$ cat src/rtl/mips_multicycle_core.sv
// Purpose: multicycle MIPS subset core (add/sub/and/or/slt, lw, sw, beq, addi, j) on one memory port.
// Latency: beq/j 3 cycles, R-type/addi/sw 4 cycles, lw 5 cycles, plus any memory wait states.
// Backpressure: stalls in FETCH/MEM holding request fields stable until mem_ack; one transaction at a time.
module mips_multicycle_core #(
    parameter int          ADDR_W   = 8,
    parameter logic [31:0] RESET_PC = 32'h0
) (
    input  logic              clk,
    input  logic              clr_n,
    output logic              mem_req,
    output logic              mem_we,
    output logic [ADDR_W-1:0] mem_addr,
    output logic [31:0]       mem_wdata,
    input  logic [31:0]       mem_rdata,
    input  logic              mem_ack,
    output logic [ADDR_W-1:0] pc,
    output logic [2:0]        state,
    output logic              halted
);

    typedef enum logic [2:0] {
        S_FETCH  = 3'd0,
        S_DECODE = 3'd1,
        S_EXEC   = 3'd2,
        S_MEM    = 3'd3,
        S_WB     = 3'd4,
        S_HALT   = 3'd5
    } state_t;

    localparam logic [5:0] OP_RTYPE = 6'h00;
    localparam logic [5:0] OP_J     = 6'h02;
    localparam logic [5:0] OP_BEQ   = 6'h04;
    localparam logic [5:0] OP_ADDI  = 6'h08;
    localparam logic [5:0] OP_LW    = 6'h23;
    localparam logic [5:0] OP_SW    = 6'h2B;

    localparam logic [5:0] FN_ADD = 6'h20;
    localparam logic [5:0] FN_SUB = 6'h22;
    localparam logic [5:0] FN_AND = 6'h24;
    localparam logic [5:0] FN_OR  = 6'h25;
    localparam logic [5:0] FN_SLT = 6'h2A;

    state_t            cur_state;
    state_t            nxt_state;

    logic [31:0]       ir;
    logic [31:0]       a_reg;
    logic [31:0]       b_reg;
    logic [31:0]       alu_out;
    logic [31:0]       mdr;
    logic [ADDR_W-1:0] pc_reg;
    logic [31:0]       rf [32];

    logic [5:0]        op;
    logic [5:0]        funct;
    logic [4:0]        rs;
    logic [4:0]        rt;
    logic [4:0]        rd;
    logic [31:0]       sext_imm;
    logic [31:0]       br_off;
    logic [31:0]       jmp_tgt;
    logic [ADDR_W-1:0] br_tgt;
    logic [ADDR_W-1:0] pc_plus4;
    logic [31:0]       rf_a;
    logic [31:0]       rf_b;
    logic [31:0]       alu_r;
    logic              supported;
    logic [4:0]        wb_addr;
    logic [31:0]       wb_data;
    logic              req_raw;

    // Bits that only matter for wide address configurations are folded here.
    logic              unused_bits;

    assign op       = ir[31:26];
    assign rs       = ir[25:21];
    assign rt       = ir[20:16];
    assign rd       = ir[15:11];
    assign funct    = ir[5:0];
    assign sext_imm = {{16{ir[15]}}, ir[15:0]};
    assign br_off   = {sext_imm[29:0], 2'b00};
    assign jmp_tgt  = {4'b0000, ir[25:0], 2'b00};
    assign br_tgt   = pc_reg + br_off[ADDR_W-1:0];
    assign pc_plus4 = pc_reg + ADDR_W'(4);

    // $0 is hardwired to zero on the read side as well as the write side.
    assign rf_a = (rs == 5'd0) ? 32'h0 : rf[rs];
    assign rf_b = (rt == 5'd0) ? 32'h0 : rf[rt];

    // R-type writes rd, loads and addi write rt; only lw takes the loaded word.
    assign wb_addr = (op == OP_RTYPE) ? rd : rt;
    assign wb_data = (op == OP_LW) ? mdr : alu_out;

    assign pc          = pc_reg;
    assign state       = cur_state;
    assign halted      = (cur_state == S_HALT);
    assign unused_bits = ^{alu_out, jmp_tgt, br_off};

    // Request is suppressed while reset is held so a reset FETCH state does not present a request.
    assign mem_req = req_raw & clr_n;

    // Decode check: anything outside the supported subset stops the core.
    always_comb begin
        supported = 1'b0;
        case (op)
            OP_RTYPE: supported = funct inside {FN_ADD, FN_SUB, FN_AND, FN_OR, FN_SLT};
            OP_LW, OP_SW, OP_BEQ, OP_ADDI, OP_J: supported = 1'b1;
            default: supported = 1'b0;
        endcase
    end

    // R-type ALU; add/sub wrap modulo 2^32, slt is signed.
    always_comb begin
        alu_r = 32'h0;
        case (funct)
            FN_ADD:  alu_r = a_reg + b_reg;
            FN_SUB:  alu_r = a_reg - b_reg;
            FN_AND:  alu_r = a_reg & b_reg;
            FN_OR:   alu_r = a_reg | b_reg;
            FN_SLT:  alu_r = {31'h0, ($signed(a_reg) < $signed(b_reg))};
            default: alu_r = 32'h0;
        endcase
    end

    // FSM state register.
    always_ff @(posedge clk or negedge clr_n) begin
        if (!clr_n) begin
            cur_state <= S_FETCH;
        end else begin
            cur_state <= nxt_state;
        end
    end

    // FSM next state and memory port drive; request fields derive only from held registers.
    always_comb begin
        nxt_state = cur_state;
        req_raw   = 1'b0;
        mem_we    = 1'b0;
        mem_addr  = pc_reg;
        mem_wdata = 32'h0;
        case (cur_state)
            S_FETCH: begin
                req_raw = 1'b1;
                if (mem_ack) begin
                    nxt_state = S_DECODE;
                end
            end
            S_DECODE: begin
                nxt_state = supported ? S_EXEC : S_HALT;
            end
            S_EXEC: begin
                case (op)
                    OP_RTYPE, OP_ADDI: nxt_state = S_WB;
                    OP_LW, OP_SW:      nxt_state = S_MEM;
                    OP_BEQ, OP_J:      nxt_state = S_FETCH;
                    default:           nxt_state = S_HALT;
                endcase
            end
            S_MEM: begin
                req_raw   = 1'b1;
                mem_we    = (op == OP_SW);
                mem_addr  = alu_out[ADDR_W-1:0];
                mem_wdata = b_reg;
                if (mem_ack) begin
                    nxt_state = (op == OP_LW) ? S_WB : S_FETCH;
                end
            end
            S_WB: begin
                nxt_state = S_FETCH;
            end
            S_HALT: begin
                nxt_state = S_HALT;
            end
            default: begin
                nxt_state = S_HALT;
            end
        endcase
    end

    // Datapath registers: IR/PC on fetch, operands and branch target on decode, ALU/PC in exec, MDR on load.
    always_ff @(posedge clk or negedge clr_n) begin
        if (!clr_n) begin
            ir      <= 32'h0;
            a_reg   <= 32'h0;
            b_reg   <= 32'h0;
            alu_out <= 32'h0;
            mdr     <= 32'h0;
            pc_reg  <= RESET_PC[ADDR_W-1:0];
        end else begin
            case (cur_state)
                S_FETCH: begin
                    if (mem_ack) begin
                        ir     <= mem_rdata;
                        pc_reg <= pc_plus4;
                    end
                end
                S_DECODE: begin
                    a_reg   <= rf_a;
                    b_reg   <= rf_b;
                    alu_out <= 32'(br_tgt);
                end
                S_EXEC: begin
                    case (op)
                        OP_RTYPE:             alu_out <= alu_r;
                        OP_ADDI, OP_LW, OP_SW: alu_out <= a_reg + sext_imm;
                        OP_BEQ: begin
                            if (a_reg == b_reg) begin
                                pc_reg <= alu_out[ADDR_W-1:0];
                            end
                        end
                        OP_J:                 pc_reg <= jmp_tgt[ADDR_W-1:0];
                        default: ;
                    endcase
                end
                S_MEM: begin
                    if (mem_ack && (op == OP_LW)) begin
                        mdr <= mem_rdata;
                    end
                end
                default: ;
            endcase
        end
    end

    // Register file: cleared by reset, single write port in WB, $0 writes dropped.
    always_ff @(posedge clk or negedge clr_n) begin
        if (!clr_n) begin
            for (int i = 0; i < 32; i++) begin
                rf[i] <= 32'h0;
            end
        end else if ((cur_state == S_WB) && (wb_addr != 5'd0)) begin
            rf[wb_addr] <= wb_data;
        end
    end

endmodule

$ cat config.mk
export PLATFORM = sky130hd
export DESIGN_NAME = mips_multicycle_core
export DESIGN_NICKNAME = d
export VERILOG_FILES = /design/src/rtl/mips_multicycle_core.sv
export SDC_FILE = /design/constraint.sdc
export NUM_CORES = 2
export LEC_CHECK = 0
export ABC_AREA = 0
export CAP_MARGIN = 20
export CORE_ASPECT_RATIO = 0.5
export CORE_MARGIN = 8
export CORE_UTILIZATION = 45
export DETAILED_ROUTE_END_ITERATION = 8
export PLACE_DENSITY = 0.68
export REMOVE_ABC_BUFFERS = 1
export SLEW_MARGIN = 20
export SYNTH_ARGS = -nofsm -noshare
export SYNTH_HDL_FRONTEND = slang
export SYNTH_SLANG_ARGS = --single-unit
$ cat constraint.sdc
create_clock -name clk -period 4.9 [get_ports clk]
set_clock_uncertainty 0.1 [all_clocks]
set_input_delay 0.98 -clock clk [delete_from_list [all_inputs] [get_ports clk]]
set_output_delay 0.98 -clock clk [all_outputs]
set_load 0.005 [all_outputs]
# After elaboration in Yosys (flattened, before gate mapping)
# Cells that the tools add are included.
# totals
output_inout_bits	54
inputBits	35
ff_bits	1195
word_cells	129
# op_classes
n_mux	31
n_addsub	5
eq_ne	21
n_bitwise	6
n_reduce_logical	22
n_lt_le_gt_ge	5
# ops
op	count
$bwmux W1024	1
$bmux W32 S5	2
$mux W32	9
$demux W32 S5	1
$pmux W32 S5	1
$pmux W32 S2	2
$add A32 B32 Y32	2
$eq A6 B6 Y1 const B	7
$and A32 B32 Y32	1
$eq A32 B32 Y1	1
$lt A32 B32 Y1	1
$or A32 B32 Y32	1
$pmux W8 S2	2
$sub A32 B32 Y32	1
$mux W8	3
$ge A6 B6 Y1 const B	3
$not A5 Y6	3
$pmux W3 S5	1
$mux W3	4
$logic_not A5 Y1	2
$reduce_bool A5 Y1	2
$pmux W3 S3	1
$add A8 B3 Y8 const B	1
$add A8 B8 Y8	1
23 further kinds	37

# Longest topological paths before layout
# depth
ltp_word	8
ltp_mapped	14

# Worst setup path after synthesis
# OpenSTA, ideal clock, no wires.
# synth_path
path_type	flip-flop to flip-flop
startpoint	register ir[1]
endpoint	register alu_out[30]
t_arrival_ns	3.110
setup_slack_ns	1.594
stages_incl_launch_ff	15
path_buffers	1
required_ns	4.705
setup_ns	0.095
path_cell_list	dfrtp_1 -> inv_2 -> buf_1 -> fa_1 -> nor2b_1 -> o211ai_1 -> nand3b_1 -> a21oi_1 -> o31ai_1 -> a311oi_1 -> or3_1 -> nand2_1 -> nand3_1 -> nor3b_1 -> o31ai_1
# synth_between
elab_chain_len	4
# synth_lines
element	line_no	rtl
start, declared	46	logic [31:0] ir;
start signal, assigned	193	ir <= mem_rdata;
parallel branches: the longest is 2 deep, another holds $add A32 B32 Y32	--	
$pmux W32 S2 *	203	case (op)
$pmux W32 S2 *	190	case (cur_state)
end signal, assigned	200	alu_out <= 32'(br_tgt);
end signal, assigned	204	OP_RTYPE: alu_out <= alu_r;
end signal, assigned	205	OP_ADDI, OP_LW, OP_SW: alu_out <= a_reg + sext_imm;
end, declared	49	logic [31:0] alu_out;
# Mark *: on every way between the ends.
# A chain may end at the register's enable or synchronous reset.

# Worst setup path after layout
# layout_path
startpoint	register cur_state[2], in the netlist state[2]
endpoint	output mem_addr[4]
# layout_between
elab_chain_len	2
# layout_lines
element	line_no	rtl
start, declared	43	state_t cur_state;
start signal, assigned	130	cur_state <= nxt_state;
$eq A3 B2 Y1	141	case (cur_state)
$mux W8	141	
end, declared	12	output logic [ADDR_W-1:0] mem_addr,
# No other way between the ends.

==> Flow_metrics.wiki <==
{| class="wikitable"
! Metric !! Value
|-
| Run status || completed
|-
| CTS root buf || sky130_fd_sc_hd__clkbuf_16
|-
| Dpl cell area || 69,400 um2
|-
| Highest-count cells in the layout ignoring fill and taps || 1,182 x sky130_fd_sc_hd__dfrtp_1, 863 x sky130_fd_sc_hd__a21oi_1, 653 x sky130_fd_sc_hd__nor2_1
|-
| Number of buffers created by CTS || 114
|-
| GRT Residual Overflow || 0
|-
| Maximum operating frequency || 0.233 GHz
|-
| Pins over their slew limit || 0
|-
| Commonest register cell after synthesis || sky130_fd_sc_hd__dfrtp_1
|-
| Setup total negative slack || 0 ns
|-
| Worst hold slack across all endpoints || 0.0740 ns
|-
| Number of antenna violations at the first check in global routing || 13
|-
| Number of H-tree levels || 3
|-
| Quantity of hold-fixing buffers added after cts || 0
|-
| Maximum fanout count along the critical path || 26
|-
| Core outline area || 148,000 um2
|-
| WP data arrival || 3.22 ns
|-
| Buffers inserted by post-CTS timing repair || 0
|-
| Area growth from synthesis to layout || 9.63%
|-
| Clock Pin Slew Worst Setup and Hold Paths || 0.07 ns
|-
| Wire length of the first global-routing pass || 343,000 um
|-
| Global-route total usage across every layer || 0.278
|-
| Actual transition at the worst max-transition pin || 1.21 ns
|-
| Pin count of the biggest net entering global routing || 182
|-
| Area of the die || 162,000 um2
|-
| Initial Utilization || 0.451
|-
| Clock period minus final worst setup slack || 4.30 ns
|-
| Max clock buf depth || 3
|-
| Non-Filler Cell Area, Final || 73,200 um2
|-
| Slew Limit Headroom || 0.196
|-
| RSZ-0062 raised after global routing || no
|-
| Average cell area after synthesis || 9.92 um2
|-
| Count of antenna-violating nets left after detailed routing || 0
|-
| Largest area contributor in the synthesized netlist || sky130_fd_sc_hd__dfrtp_1
|-
| Routed len/inst || 27.0 um
|-
| Part of the Yosys area used for sequential elements || 0.448
|-
| Leading cell types by total area after synthesis || sky130_fd_sc_hd__dfrtp_1 45%, sky130_fd_sc_hd__mux4_2 8.7%, sky130_fd_sc_hd__mux2i_1 7.4%, sky130_fd_sc_hd__a21oi_1 6.5%, sky130_fd_sc_hd__o21ai_0 4.8%
|-
| Chip height || 288 um
|-
| Post-route fraction of the period consumed by the critical path || 0.877
|-
| IR Drop Worst-Case VDD || 318 uV
|-
| Launch instance of the worst register-to-register path || ir[27]$_DFFE_PN0P_
|-
| Share of layout cells above drive strength 1 || 0.130
|-
| Number of synthesized flops with an enable pin || 0
|-
| Most common cell after layout, fill and taps aside || sky130_fd_sc_hd__dfrtp_1
|-
| Number of flip-flops under the largest register name || 1,024
|-
| Area of the mapped netlist || 66,700 um2
|-
| Number of iterations in the first detailed-routing pass || 8
|-
| Num ports || 89
|-
| RD Place Congestion || 0.980
|-
| Portion of synthesized cell area occupied by the leading cell type || 0.448
|-
| Worst setup endpoint || mem_addr[4]
|-
| Horizontal die dimension || 561 um
|-
| Register-to-register setup slack || 0.61 ns
|-
| Number of cells traversed by the worst register-to-register path || 9
|-
| Post-layout nets || 6,642
|-
| Clock Sinks || 1,195
|-
| Filler instances || 13,300
|-
| Worst setup EP type || output pin
|-
| Total power || 20.6 mW
|-
| Endpoint required time on the critical path || 3.82 ns
|-
| Total count of hold-check failures in the final report || 0
|-
| WS Path Type || register to output pin
|-
| Post-CTS Resized || 0
|-
| Worst reg2reg endpoint || rf[274]$_DFFE_PN0P_
|-
| Clock tree from TritonCTS || yes
|-
| Number of synthesized register bits || 1,195
|-
| Largest register by flop count || rf
|-
| Worst hold path class || input port to async pin
|-
| Power Density || 282 nW/um2
|-
| Total Wirelength || 231,000 um
|-
| Buffers on Ports || 88
|-
| Launching instance or port of the critical path || state[2]$_DFFE_PN0P_
|-
| Setup-failing EPs final || 0
|-
| Syn Inst Count || 6,725
|-
| Number of distinct library cell variants in the gate-level netlist after synthesis || 80
|-
| Clock network latency to the later pin of the worst-skew pair || 0.75 ns
|-
| FFs w/ async S/R, synth || 1.00
|-
| Number of rows in the core area || 100
|-
| Count of routing violations after the opening detailed-route iteration || 6,621
|-
| Leakage component of the power || 30.6 nW
|-
| Number of max-cap violations || 0
|-
| Detailed-route DRC error count || 0
|-
| Number of warnings issued by yosys || 0
|-
| Average via count per standard cell || 6.39
|-
| Startpoint type of the worst setup path || register
|-
| Detailed-route via count || 54,600
|-
| Vias in the first global route || 52,500
|-
| Detailed Place HPWL || 141,000 um
|}
==> worst max-delay path: stages (launching register included) <==
cell and delay, ns:
sky130_fd_sc_hd__dfrtp_2 0.77, sky130_fd_sc_hd__buf_4 0.50, sky130_fd_sc_hd__nor2_1 0.09, sky130_fd_sc_hd__buf_4 0.22, sky130_fd_sc_hd__o21ai_0 0.17, sky130_fd_sc_hd__buf_4 0.19
sky130_fd_sc_hd__clkdlybuf4s50_1 0.52
==> cell families (layout without fill, tap and decap cells) <==
family                     Yosys count  in the layout  synth area share
AOI/OAI and AO/OA                 2111           2111             0.183
xor gates and xnor gates            62             62           0.00814
adders and majority gates          153            153            0.0291
buffers and inverters              771            594            0.0528
DFF                               1195           1195             0.448
muxes                              883            883             0.183
other                                0              3                 0
and+or+nand+nor                   1550           1550            0.0957
==> Yosys cell counts, types with 63 or more instances <==
cell type,instances
sky130_fd_sc_hd__o221ai_1,211
sky130_fd_sc_hd__nor3_1,160
sky130_fd_sc_hd__o21ai_0,643
sky130_fd_sc_hd__clkbuf_1,439
sky130_fd_sc_hd__buf_1,63
sky130_fd_sc_hd__ha_1,148
sky130_fd_sc_hd__buf_2,64
sky130_fd_sc_hd__inv_1,115
sky130_fd_sc_hd__nand2_1,597
sky130_fd_sc_hd__nor2_1,654
sky130_fd_sc_hd__a21oi_1,863
sky130_fd_sc_hd__mux2_2,132
sky130_fd_sc_hd__mux2i_1,492
sky130_fd_sc_hd__mux4_2,259
sky130_fd_sc_hd__o22ai_1,199
sky130_fd_sc_hd__dfrtp_1,1195
==> layer usage <==
metal / share of wire / global-route usage
met5: 0.00035 / 0
met4: 0.047 / 0.121
met3: 0.12 / 0.0754
met2: 0.43 / 0.422
met1: 0.40 / 0.377
==> layout make-up <==
cell class	count	area (um2)	share of cell area
Inverter	117	442	0.00604
Tap cell	1989	2490	0.0340
Antenna cell	3	7.51	0.000103
Multi-Input combinational cell	4759	33700	0.460
Clock buffer	180	3420	0.0468
Timing Repair Buffer	268	2830	0.0387
Clock inverter	29	362	0.00494
Sequential cell	1195	29900	0.409
==> where the power goes <==
| part | internal, mW | switching (mW) |
|---|---|---|
| clock | 5.19 | 3.96 |
| combinational | 0.464 | 1.03 |
| sequential | 9.88 | 0.0938 |
==> how the worst min path moves through the flow <==
stage,to,depth (start not counted),slack (ns)
after floorplan,rf[1000]$_DFFE_PN0P_,0,0.27
after global placement,rf[1015]$_DFFE_PN0P_,0,0.28
after detailed placement,rf[1010]$_DFFE_PN0P_,0,0.29
after CTS,rf[953]$_DFFE_PN0P_,1,0.08
after global routing,rf[953]$_DFFE_PN0P_,1,0.10
final,rf[953]$_DFFE_PN0P_,1,0.07
==> through the flow <==
| stage | utilization | std cells | setup WS, ns |
|---|---|---|---|
| after floorplan | - | 6071 | -14.19 |
| after global placement | 0.469 | 8328 | 0.794 |
| after detailed placement | 0.469 | 8328 | 0.714 |
| after CTS | 0.494 | 8537 | 0.600 |
| after global routing | 0.494 | 8538 | 0.390 |
| final | 0.494 | 8540 | 0.602 |
(Power assumes the default switching activity.)
